`src/rtl/mc_datapath.sv`:
```
// Single-bus CPU datapath: register file plus special registers, a single-cycle ALU,
// and an iterative signed multiply/divide unit that writes the 2*WIDTH Z register.
module mc_datapath #(
  parameter int WIDTH   = 32,
  parameter int NREGS   = 16,
  parameter int CONST_W = 19,
  parameter int R0_ZERO = 1
) (
  input  logic              clk,
  input  logic              clr,
  input  logic [NREGS-1:0]  reg_in,
  input  logic              hi_in,
  input  logic              lo_in,
  input  logic              y_in,
  input  logic              pc_in,
  input  logic              ir_in,
  input  logic              mar_in,
  input  logic              outport_in,
  input  logic              inport_in,
  input  logic              z_in,
  input  logic              mdr_in,
  input  logic              md_read,
  input  logic              pc_inc,
  input  logic [4:0]        bus_sel,
  input  logic [3:0]        alu_op,
  input  logic              alu_start,
  input  logic [WIDTH-1:0]  mem_data_in,
  input  logic [WIDTH-1:0]  in_port_data,
  output logic [WIDTH-1:0]  bus_out,
  output logic              busy,
  output logic              done,
  output logic              div_zero,
  output logic [WIDTH-1:0]  hi_out,
  output logic [WIDTH-1:0]  lo_out,
  output logic [WIDTH-1:0]  pc_out,
  output logic [WIDTH-1:0]  mar_out,
  output logic [WIDTH-1:0]  out_port
);

  localparam int SW = $clog2(WIDTH);

  typedef enum logic {MD_IDLE, MD_RUN} mdStateT;

  logic [WIDTH-1:0]   regs [NREGS];
  logic [WIDTH-1:0]   hi, lo, y, pc, mdr, mar, inport, outport;
  logic [CONST_W-1:0] irConst;
  logic [2*WIDTH-1:0] z;
  logic [WIDTH-1:0]   cConst, aluResult;
  logic [2*WIDTH-1:0] rorWide, rolWide;
  logic [SW-1:0]      shamt;

  mdStateT            mdState, mdNext;
  logic [WIDTH:0]     mdAcc, mdM, stepAcc, addSub, shR, trial;
  logic [WIDTH-1:0]   mdQ, stepQ, mdDividend, quo, rem;
  logic               mdQm1, stepQm1, mdIsDiv, mdNegQ, mdNegR, mdBZero;
  logic [SW-1:0]      mdCount;
  logic [2*WIDTH-1:0] mdResult;
  logic               startOk, mdLast, isMulDiv;
  logic [WIDTH-1:0]   absA, absB;

  assign cConst   = {{(WIDTH-CONST_W){irConst[CONST_W-1]}}, irConst};
  assign isMulDiv = (alu_op == 4'd9) || (alu_op == 4'd10);
  assign startOk  = alu_start && !busy && isMulDiv;
  assign mdLast   = busy && (mdCount == SW'(WIDTH-1));
  assign shamt    = bus_out[SW-1:0];
  assign absA     = y[WIDTH-1] ? -y : y;
  assign absB     = bus_out[WIDTH-1] ? -bus_out : bus_out;

  // Bus source mux; R0 reads as zero when R0_ZERO is set, unmapped codes read zero
  always_comb begin
    bus_out = '0;
    for (int i = 0; i < NREGS; i++)
      if (bus_sel == 5'(i) && (R0_ZERO == 0 || i != 0)) bus_out = regs[i];
    case (bus_sel)
      5'd16:   bus_out = hi;
      5'd17:   bus_out = lo;
      5'd18:   bus_out = z[2*WIDTH-1:WIDTH];
      5'd19:   bus_out = z[WIDTH-1:0];
      5'd20:   bus_out = pc;
      5'd21:   bus_out = mdr;
      5'd22:   bus_out = inport;
      5'd23:   bus_out = cConst;
      default: ;
    endcase
  end

  // Single-cycle ALU; rotates use a doubled word so the wrapped bits fall into place
  always_comb begin
    aluResult = '0;
    rorWide   = {y, y} >> shamt;
    rolWide   = {y, y} << shamt;
    case (alu_op)
      4'd0:    aluResult = y + bus_out;
      4'd1:    aluResult = y - bus_out;
      4'd2:    aluResult = y & bus_out;
      4'd3:    aluResult = y | bus_out;
      4'd4:    aluResult = y >> shamt;
      4'd5:    aluResult = $signed(y) >>> shamt;
      4'd6:    aluResult = y << shamt;
      4'd7:    aluResult = rorWide[WIDTH-1:0];
      4'd8:    aluResult = rolWide[2*WIDTH-1:WIDTH];
      4'd11:   aluResult = -bus_out;
      4'd12:   aluResult = ~bus_out;
      default: aluResult = '0;
    endcase
  end

  // One Booth or restoring-division step; the final step's outcome goes straight into Z
  always_comb begin
    addSub  = mdAcc;
    shR     = {mdAcc[WIDTH-1:0], mdQ[WIDTH-1]};
    trial   = shR - mdM;
    stepAcc = mdAcc;
    stepQ   = mdQ;
    stepQm1 = 1'b0;
    quo     = '0;
    rem     = '0;
    if (!mdIsDiv) begin
      case ({mdQ[0], mdQm1})
        2'b01:   addSub = mdAcc + mdM;
        2'b10:   addSub = mdAcc - mdM;
        default: addSub = mdAcc;
      endcase
      stepAcc  = {addSub[WIDTH], addSub[WIDTH:1]};
      stepQ    = {addSub[0], mdQ[WIDTH-1:1]};
      stepQm1  = mdQ[0];
      mdResult = {stepAcc[WIDTH-1:0], stepQ};
    end else begin
      if (!trial[WIDTH]) begin
        stepAcc = trial;
        stepQ   = {mdQ[WIDTH-2:0], 1'b1};
      end else begin
        stepAcc = shR;
        stepQ   = {mdQ[WIDTH-2:0], 1'b0};
      end
      quo = mdNegQ ? -stepQ : stepQ;
      rem = mdNegR ? -stepAcc[WIDTH-1:0] : stepAcc[WIDTH-1:0];
      mdResult = mdBZero ? {mdDividend, {WIDTH{1'b1}}} : {rem, quo};
    end
  end

  always_ff @(posedge clk or posedge clr) begin
    if (clr) mdState <= MD_IDLE;
    else     mdState <= mdNext;
  end

  always_comb begin
    mdNext = mdState;
    case (mdState)
      MD_IDLE: if (startOk) mdNext = MD_RUN;
      MD_RUN:  if (mdLast)  mdNext = MD_IDLE;
      default: mdNext = MD_IDLE;
    endcase
  end

  always_comb begin
    busy = (mdState == MD_RUN);
  end

  // Multiply/divide operand capture and iteration
  always_ff @(posedge clk or posedge clr) begin
    if (clr) begin
      mdAcc <= '0; mdM <= '0; mdQ <= '0; mdQm1 <= 1'b0; mdIsDiv <= 1'b0;
      mdNegQ <= 1'b0; mdNegR <= 1'b0; mdBZero <= 1'b0; mdDividend <= '0;
      mdCount <= '0; done <= 1'b0; div_zero <= 1'b0;
    end else begin
      done <= mdLast;
      if (startOk) begin
        mdAcc      <= '0;
        mdQm1      <= 1'b0;
        mdCount    <= '0;
        mdIsDiv    <= (alu_op == 4'd10);
        mdNegQ     <= y[WIDTH-1] ^ bus_out[WIDTH-1];
        mdNegR     <= y[WIDTH-1];
        mdBZero    <= (bus_out == '0);
        mdDividend <= y;
        div_zero   <= 1'b0;
        mdQ        <= (alu_op == 4'd10) ? absA : bus_out;
        mdM        <= (alu_op == 4'd10) ? {1'b0, absB} : {y[WIDTH-1], y};
      end else if (busy) begin
        mdAcc   <= stepAcc;
        mdQ     <= stepQ;
        mdQm1   <= stepQm1;
        mdCount <= mdCount + SW'(1);
        if (mdLast) div_zero <= mdIsDiv && mdBZero;
      end
    end
  end

  // Architectural registers; Z belongs to the multi-cycle unit while it is busy
  always_ff @(posedge clk or posedge clr) begin
    if (clr) begin
      for (int i = 0; i < NREGS; i++) regs[i] <= '0;
      hi <= '0; lo <= '0; y <= '0; pc <= '0; mdr <= '0; mar <= '0;
      inport <= '0; outport <= '0; irConst <= '0; z <= '0;
    end else begin
      for (int i = 0; i < NREGS; i++)
        if (reg_in[i]) regs[i] <= bus_out;
      if (hi_in)      hi      <= bus_out;
      if (lo_in)      lo      <= bus_out;
      if (y_in)       y       <= bus_out;
      if (mar_in)     mar     <= bus_out;
      if (outport_in) outport <= bus_out;
      if (ir_in)      irConst <= bus_out[CONST_W-1:0];
      if (inport_in)  inport  <= in_port_data;
      if (mdr_in)     mdr     <= md_read ? mem_data_in : bus_out;
      if (pc_in)       pc <= bus_out;
      else if (pc_inc) pc <= pc + WIDTH'(1);
      if (mdLast) z <= mdResult;
      else if (z_in && !busy && !isMulDiv) z <= {{WIDTH{1'b0}}, aluResult};
    end
  end

  assign hi_out   = hi;
  assign lo_out   = lo;
  assign pc_out   = pc;
  assign mar_out  = mar;
  assign out_port = outport;

endmodule

```
`config.mk`:
```
export PLATFORM = sky130hd
export DESIGN_NAME = mc_datapath
export DESIGN_NICKNAME = d
export VERILOG_FILES = /design/src/rtl/mc_datapath.sv
export SDC_FILE = /design/constraint.sdc
export NUM_CORES = 2
export LEC_CHECK = 0
export CELL_PAD_IN_SITES_DETAIL_PLACEMENT = 0
export CELL_PAD_IN_SITES_GLOBAL_PLACEMENT = 2
export CORE_MARGIN = 2
export CORE_UTILIZATION = 30
export CTS_CLUSTER_DIAMETER = 40
export CTS_CLUSTER_SIZE = 10
export DETAILED_ROUTE_END_ITERATION = 12
export PLACE_DENSITY_LB_ADDON = 0.1
export SETUP_SLACK_MARGIN = 0.3
export SLEW_MARGIN = 15
export SYNTH_ARGS = -nofsm -noshare
export SYNTH_HDL_FRONTEND = slang
export SYNTH_SLANG_ARGS = --single-unit
```
`constraint.sdc`:
```
create_clock -name clk -period 109.5 [get_ports clk]
set_clock_uncertainty 0.05 [all_clocks]
set_input_delay 27.375 -clock clk [delete_from_list [all_inputs] [get_ports clk]]
set_output_delay 27.375 -clock clk [all_outputs]
set_load 0.02 [all_outputs]
```
# ---- Yosys cells after proc, flatten, opt, wreduce, memory -nomap -nowiden
# Index checks and enable logic that the tools add are counted.
dict set report op_classes {
  addsub 11
  n_eq_ne 38
  shifts 5
  muxes 52
  bitwise_logic 5
  n_reduce_logical 16
}
# cell count
set ops {}
lappend ops {{32-bit 2-to-1 mux} 27}
lappend ops {{32-bit case mux with 11 select lines} 1}
lappend ops {{64-bit 2-to-1 mux} 4}
lappend ops {{32-bit case mux with 8 select lines} 1}
lappend ops {{33-bit 2-to-1 mux} 6}
lappend ops {{32-bit negation} 4}
lappend ops {{33-bit case mux with 2 select lines} 1}
lappend ops {{33-bit subtractor} 2}
lappend ops {{64-bit by 5-bit << shifter with 64-bit output} 1}
lappend ops {{64-bit by 5-bit right shift with 32-bit output} 1}
lappend ops {{5-bit equality test (second input constant)} 9}
lappend ops {{5-bit by 4-bit equality test with 1-bit output (second input constant)} 8}
lappend ops {{33-bit adder} 1}
lappend ops {{32-bit by 1-bit adder with 32-bit output (second input constant)} 1}
lappend ops {{32-bit adder} 1}
lappend ops {{32-bit AND} 1}
lappend ops {{32-bit logical NOT} 1}
lappend ops {{32-bit inverter} 1}
lappend ops {{32-bit OR} 1}
lappend ops {{32-bit by 5-bit << shifter with 32-bit output} 1}
lappend ops {{32-bit by 5-bit right shift with 32-bit output} 1}
lappend ops {{32-bit by 5-bit >>> shifter with 32-bit output} 1}
lappend ops {{32-bit subtractor} 1}
lappend ops {{4-bit equality test (second input constant)} 5}
lappend ops {{20 further kinds} 46}
dict set report totals {
  reg_bits 962
  inputBits 104
  out_inout_bits 195
}

# ---- Longest topological paths before layout
dict set report depth {
  word_depth 21
  ltp_mapped 41
  depth_no_buf 25
}

# ---- Least setup slack after synthesis
# Ideal clock, no wire load.
dict set report synth_path {
  kind {input to output}
  from {input bus_sel[2]}
  to {output bus_out[0]}
  t_arrival_ns 30.403
  setup_slack_ns 51.672
  path_stages 15
  cell_sequence {buf_6 -> nor3_2 -> buf_4 -> buf_2 -> buf_4 -> a32o_1 -> a222oi_1 -> o2111ai_2 -> nand2_2 -> inv_4 -> buf_2 -> buf_2 -> buf_2 -> buf_2 -> clkbuf_1}
}
dict set report synth_between {
  elab_chain_len 17
}
# item line_no
set synth_rtl {}
lappend synth_rtl {{from (decl)} 24} ;# input logic [4:0] bus_sel,
lappend synth_rtl {{5-bit by 1-bit equality test with 1-bit output} 73} ;# if (bus_sel == 5'(i) && (R0_ZERO == 0 || i != 0)) bus_out = regs[i];
lappend synth_rtl {{32-bit 2-to-1 mux (15 in a row)} 73}
lappend synth_rtl {{32-bit case mux with 8 select lines *} 74} ;# case (bus_sel)
lappend synth_rtl {{to (decl)} 29} ;# output logic [WIDTH-1:0] bus_out,
# Mark *: on every way between the ends. The rest lies on a longest branch, timed or not.

# ---- Final worst setup path
dict set report layout_path {
  from {input bus_sel[0]}
  to {output bus_out[4]}
}
# Same word-level chain as after synthesis.

==> impl_results.md <==
* Run status: complete, no violations
* Num CTS Buffers at 211
* Yosys cell types at 113
* Register Area at 24100 um2
* IR drop worst, VDD at 0.0251 mV
* Mapped Nets at 7626
* Clk root buf: clkbuf_16
* Hold Violations, Final at 0
* DRT Pass-1 Iters at 5
* Vias in the first global route at 60100
* Synthesized flop and latch total at 961
* Most used DFF post-synth: dfrtp_1
* Area grow syn2layout at 21.6%
* Final net count at 7716
* Global-route wire length before repair at 501000 um
* Tmin final at 60.38 ns
* Ys Warns at 0
* Number of enable flip-flop cells after synthesis at 0
* Clock latency at the later pin of the worst-skew pair at 0.87 ns
* Period utilization at 55.1%
* DRT Wirelength at 364000 um
* Least-Margin Pin Slew at 1.27 ns
* Routed Antenna Nets at 0
* Final Max Tran Viols at 0
* Asr flop ratio synth at 100%
* Crit Path Class: in2out
* Fmax at 16.6 MHz
* Crit start category: primary input
* Io pins at 299
* Area of the multi-input gates at 35400 um2
* Crit path DAT at 32.96 ns
* Routed len/inst at 34.7 um
* Hold_buf cts at 0
* Initial antenna violation count at 32
* Hold Path Class: reg2reg
* Residual DRC at 0
* Die span in x at 460 um
* Maxcap violations at 0
* GRT Residual Overflow at 0
* Row count at 167
* Resized cells post-CTS at 0
* Total global-route track usage at 33.5%
* Layout cells sized above 1 at 13.4%
* CTS sink count at 961
* Yosys top cell by area: dfrtp_1
* Seq/Total Area, Yosys at 38.5%
* CP Data Required Time at 82.07 ns
* Clk slew on worst S/H paths at 0.05 ns
* Fin Hold WS at 0.428 ns
* RSZ-0062 raised after global routing: no
* CTS H-tree lvls at 4
* Syn Inst Count at 7409
* Core area at 207000 um2
* Filler Cells Inserted at 21500
* GP Congestion at 1.01
* Initial Util at 30.2%
* CTS tree: done
* Synth Area per Inst at 8.43 um2
* Total power at 2290 uW
* Die footprint at 212000 um2
* Synth top area cells: dfrtp_1, a21oi_1, nor2_1
* Static leakage power at 0.0315 uW
* Largest net degree at the start of global routing at 135
* Slew headroom at 13.2%
* Worst-path fanout max at 47
* Hpwl dp at 257000 um
* Crit. End Element: output port
* Setup TNS at 0 ns
* Via count at 62300
* Synth Cell Area at 62500 um2
* Die Span Y at 460 um
* Setup Viol. Count Final at 0
* Max clock buf depth at 3
* Post-synth top area share at 38.5%
* Postcts setup bufs at 0
* DRT iter0 DRCs at 6907
* Vias per cell at 5.94
* Port-buffer cells at 297
* Pwr Density at 30.2 nW/um2
[critical path, cell delays in order]
cell and delay [ns]:
buf_6 0.31, buf_4 0.68, nand2b_1 0.87, buf_4 0.42, nor2_1 0.34, a221oi_1 0.80, o31ai_1 0.48, a31oi_4 0.70
inv_1 0.27, clkdlybuf4s50_1 0.61
[flip-flops by register name, indices dropped and copies added (netlist names), 5 cells and up]
register    count
mdQ            32
regs          480
irConst        19
pc_out         32
out_port       32
mdM            33
mar_out        32
hi_out         32
z              64
mdCount         5
mdAcc          33
mdr            32
mdDividend     32
lo_out         32
inport         32
y              32
[through the flow]
step / utilization, % / instance area, um2 / cells / worst slack [ns]
detailed placement: 33.0 / 68300 / 10100 / 49.25
finish: 36.7 / 76000 / 10500 / 49.12
CTS: 36.6 / 75900 / 10500 / 49.24
global placement: 33.0 / 68300 / 10100 / 49.25
floorplan: - / 62500 / 7409 / 51.67
global route: 36.7 / 75900 / 10500 / 49.29
[area by class of cell]
cell class / count / share of cell area, %
Inverter: 121 / 0.616
Clock inverter: 141 / 2.48
Sequential cell: 961 / 31.7
Tap cell: 2788 / 4.59
Clock buffer: 258 / 7.57
Timing Repair Buffer: 556 / 6.36
Antenna cell: 16 / 0.0527
Multi-Input combinational cell: 5648 / 46.7
[metal layers]
layer | up-vias | wire, um | part of all wire, % | global-route usage [%]
li1 | 27100 | - | - | -
met1 | 31800 | 153000 | 42 | 43.7
met2 | 2670 | 168000 | 46 | 54.0
met3 | 653 | 24700 | 6.8 | 5.96
met4 | 16 | 18600 | 5.1 | 15.3
met5 | - | 92 | 0.025 | 0
[cell usage in the layout, fill, tap and decap left out, types with 27 or more instances in the layout]
| master | instances |
|---|---|
| nor4_1 | 29 |
| a22oi_1 | 109 |
| a31oi_1 | 61 |
| clkdlybuf4s50_1 | 268 |
| xnor2_1 | 209 |
| or3_1 | 47 |
| a211oi_1 | 101 |
| nand2_1 | 629 |
| and3_1 | 102 |
| bufinv_16 | 27 |
| a21oi_1 | 943 |
| o31ai_1 | 45 |
| nor2_1 | 985 |
| a21o_1 | 45 |
| a221oi_1 | 57 |
| clkbuf_8 | 29 |
| o21ai_0 | 370 |
| dfrtp_1 | 957 |
| o221ai_1 | 50 |
| buf_4 | 256 |
| clkinv_2 | 40 |
| o22ai_1 | 78 |
| mux2i_1 | 271 |
| xor2_1 | 74 |
| inv_1 | 108 |
| nor3_1 | 104 |
| o211ai_1 | 62 |
| mux2_2 | 202 |
| nand3_1 | 205 |
| ha_1 | 109 |
| nand4_1 | 57 |
| nand2b_1 | 44 |
| a22o_1 | 33 |
| clkbuf_16 | 211 |
| o21a_1 | 41 |
[logic make-up after synthesis]
logic type,after synthesis,synth area share [%]
and+or+nand+nor,2436,17.9
AOI/OAI and AO/OA,2331,23.6
adders and majority gates,113,2.30
muxes,484,8.27
buffers and inverters,800,5.44
xor gates and xnor gates,284,3.98
DFF,961,38.5
[worst paths after layout]
| kind | start | to | slack [ns] | cells after the start |
|---|---|---|---|---|
| worst min register to register | mdDividend[12]$_DFFE_PP0P_ | mdDividend[12]$_DFFE_PP0P_ | 0.43 | 2 |
| max in group asynchronous | clr | irConst[15]$_DFFE_PP0P_ | 78.45 | 6 |
| worst max register to register | z[32]$_DFFE_PP0P_ | z[29]$_DFFE_PP0P_ | 100.19 | 24 |
| min in group asynchronous | clr | mdAcc[8]$_DFFE_PP0P_ | 27.03 | 2 |
| worst min-delay path | mdDividend[12]$_DFFE_PP0P_ | mdDividend[12]$_DFFE_PP0P_ | 0.43 | 2 |
| worst max-delay path | bus_sel[0] | bus_out[4] | 49.12 | 10 |
[power by group]
part | leakage [uW] | switching [uW] | internal [uW]
registers | 0.0115 | 105 | 434
clock network | 0.00367 | 240 | 440
logic | 0.0163 | 702 | 370
[synthesized netlist by cell type (58+ instances only)]
library cell  instances
a211oi_1            105
a21oi_1             947
a221oi_1             58
a22oi_1             109
a31oi_1              66
and3_1              103
buf_1                90
buf_2                83
clkbuf_1            458
dfrtp_1             961
ha_1                110
inv_1               111
mux2_2              202
mux2i_1             271
nand2_1             632
nand3_1             205
nor2_1              995
nor3_1              105
o211ai_1             62
o21ai_0             373
o22ai_1              79
xnor2_1             210
xor2_1               74
Note: power is estimated with default switching activity, not from simulation.
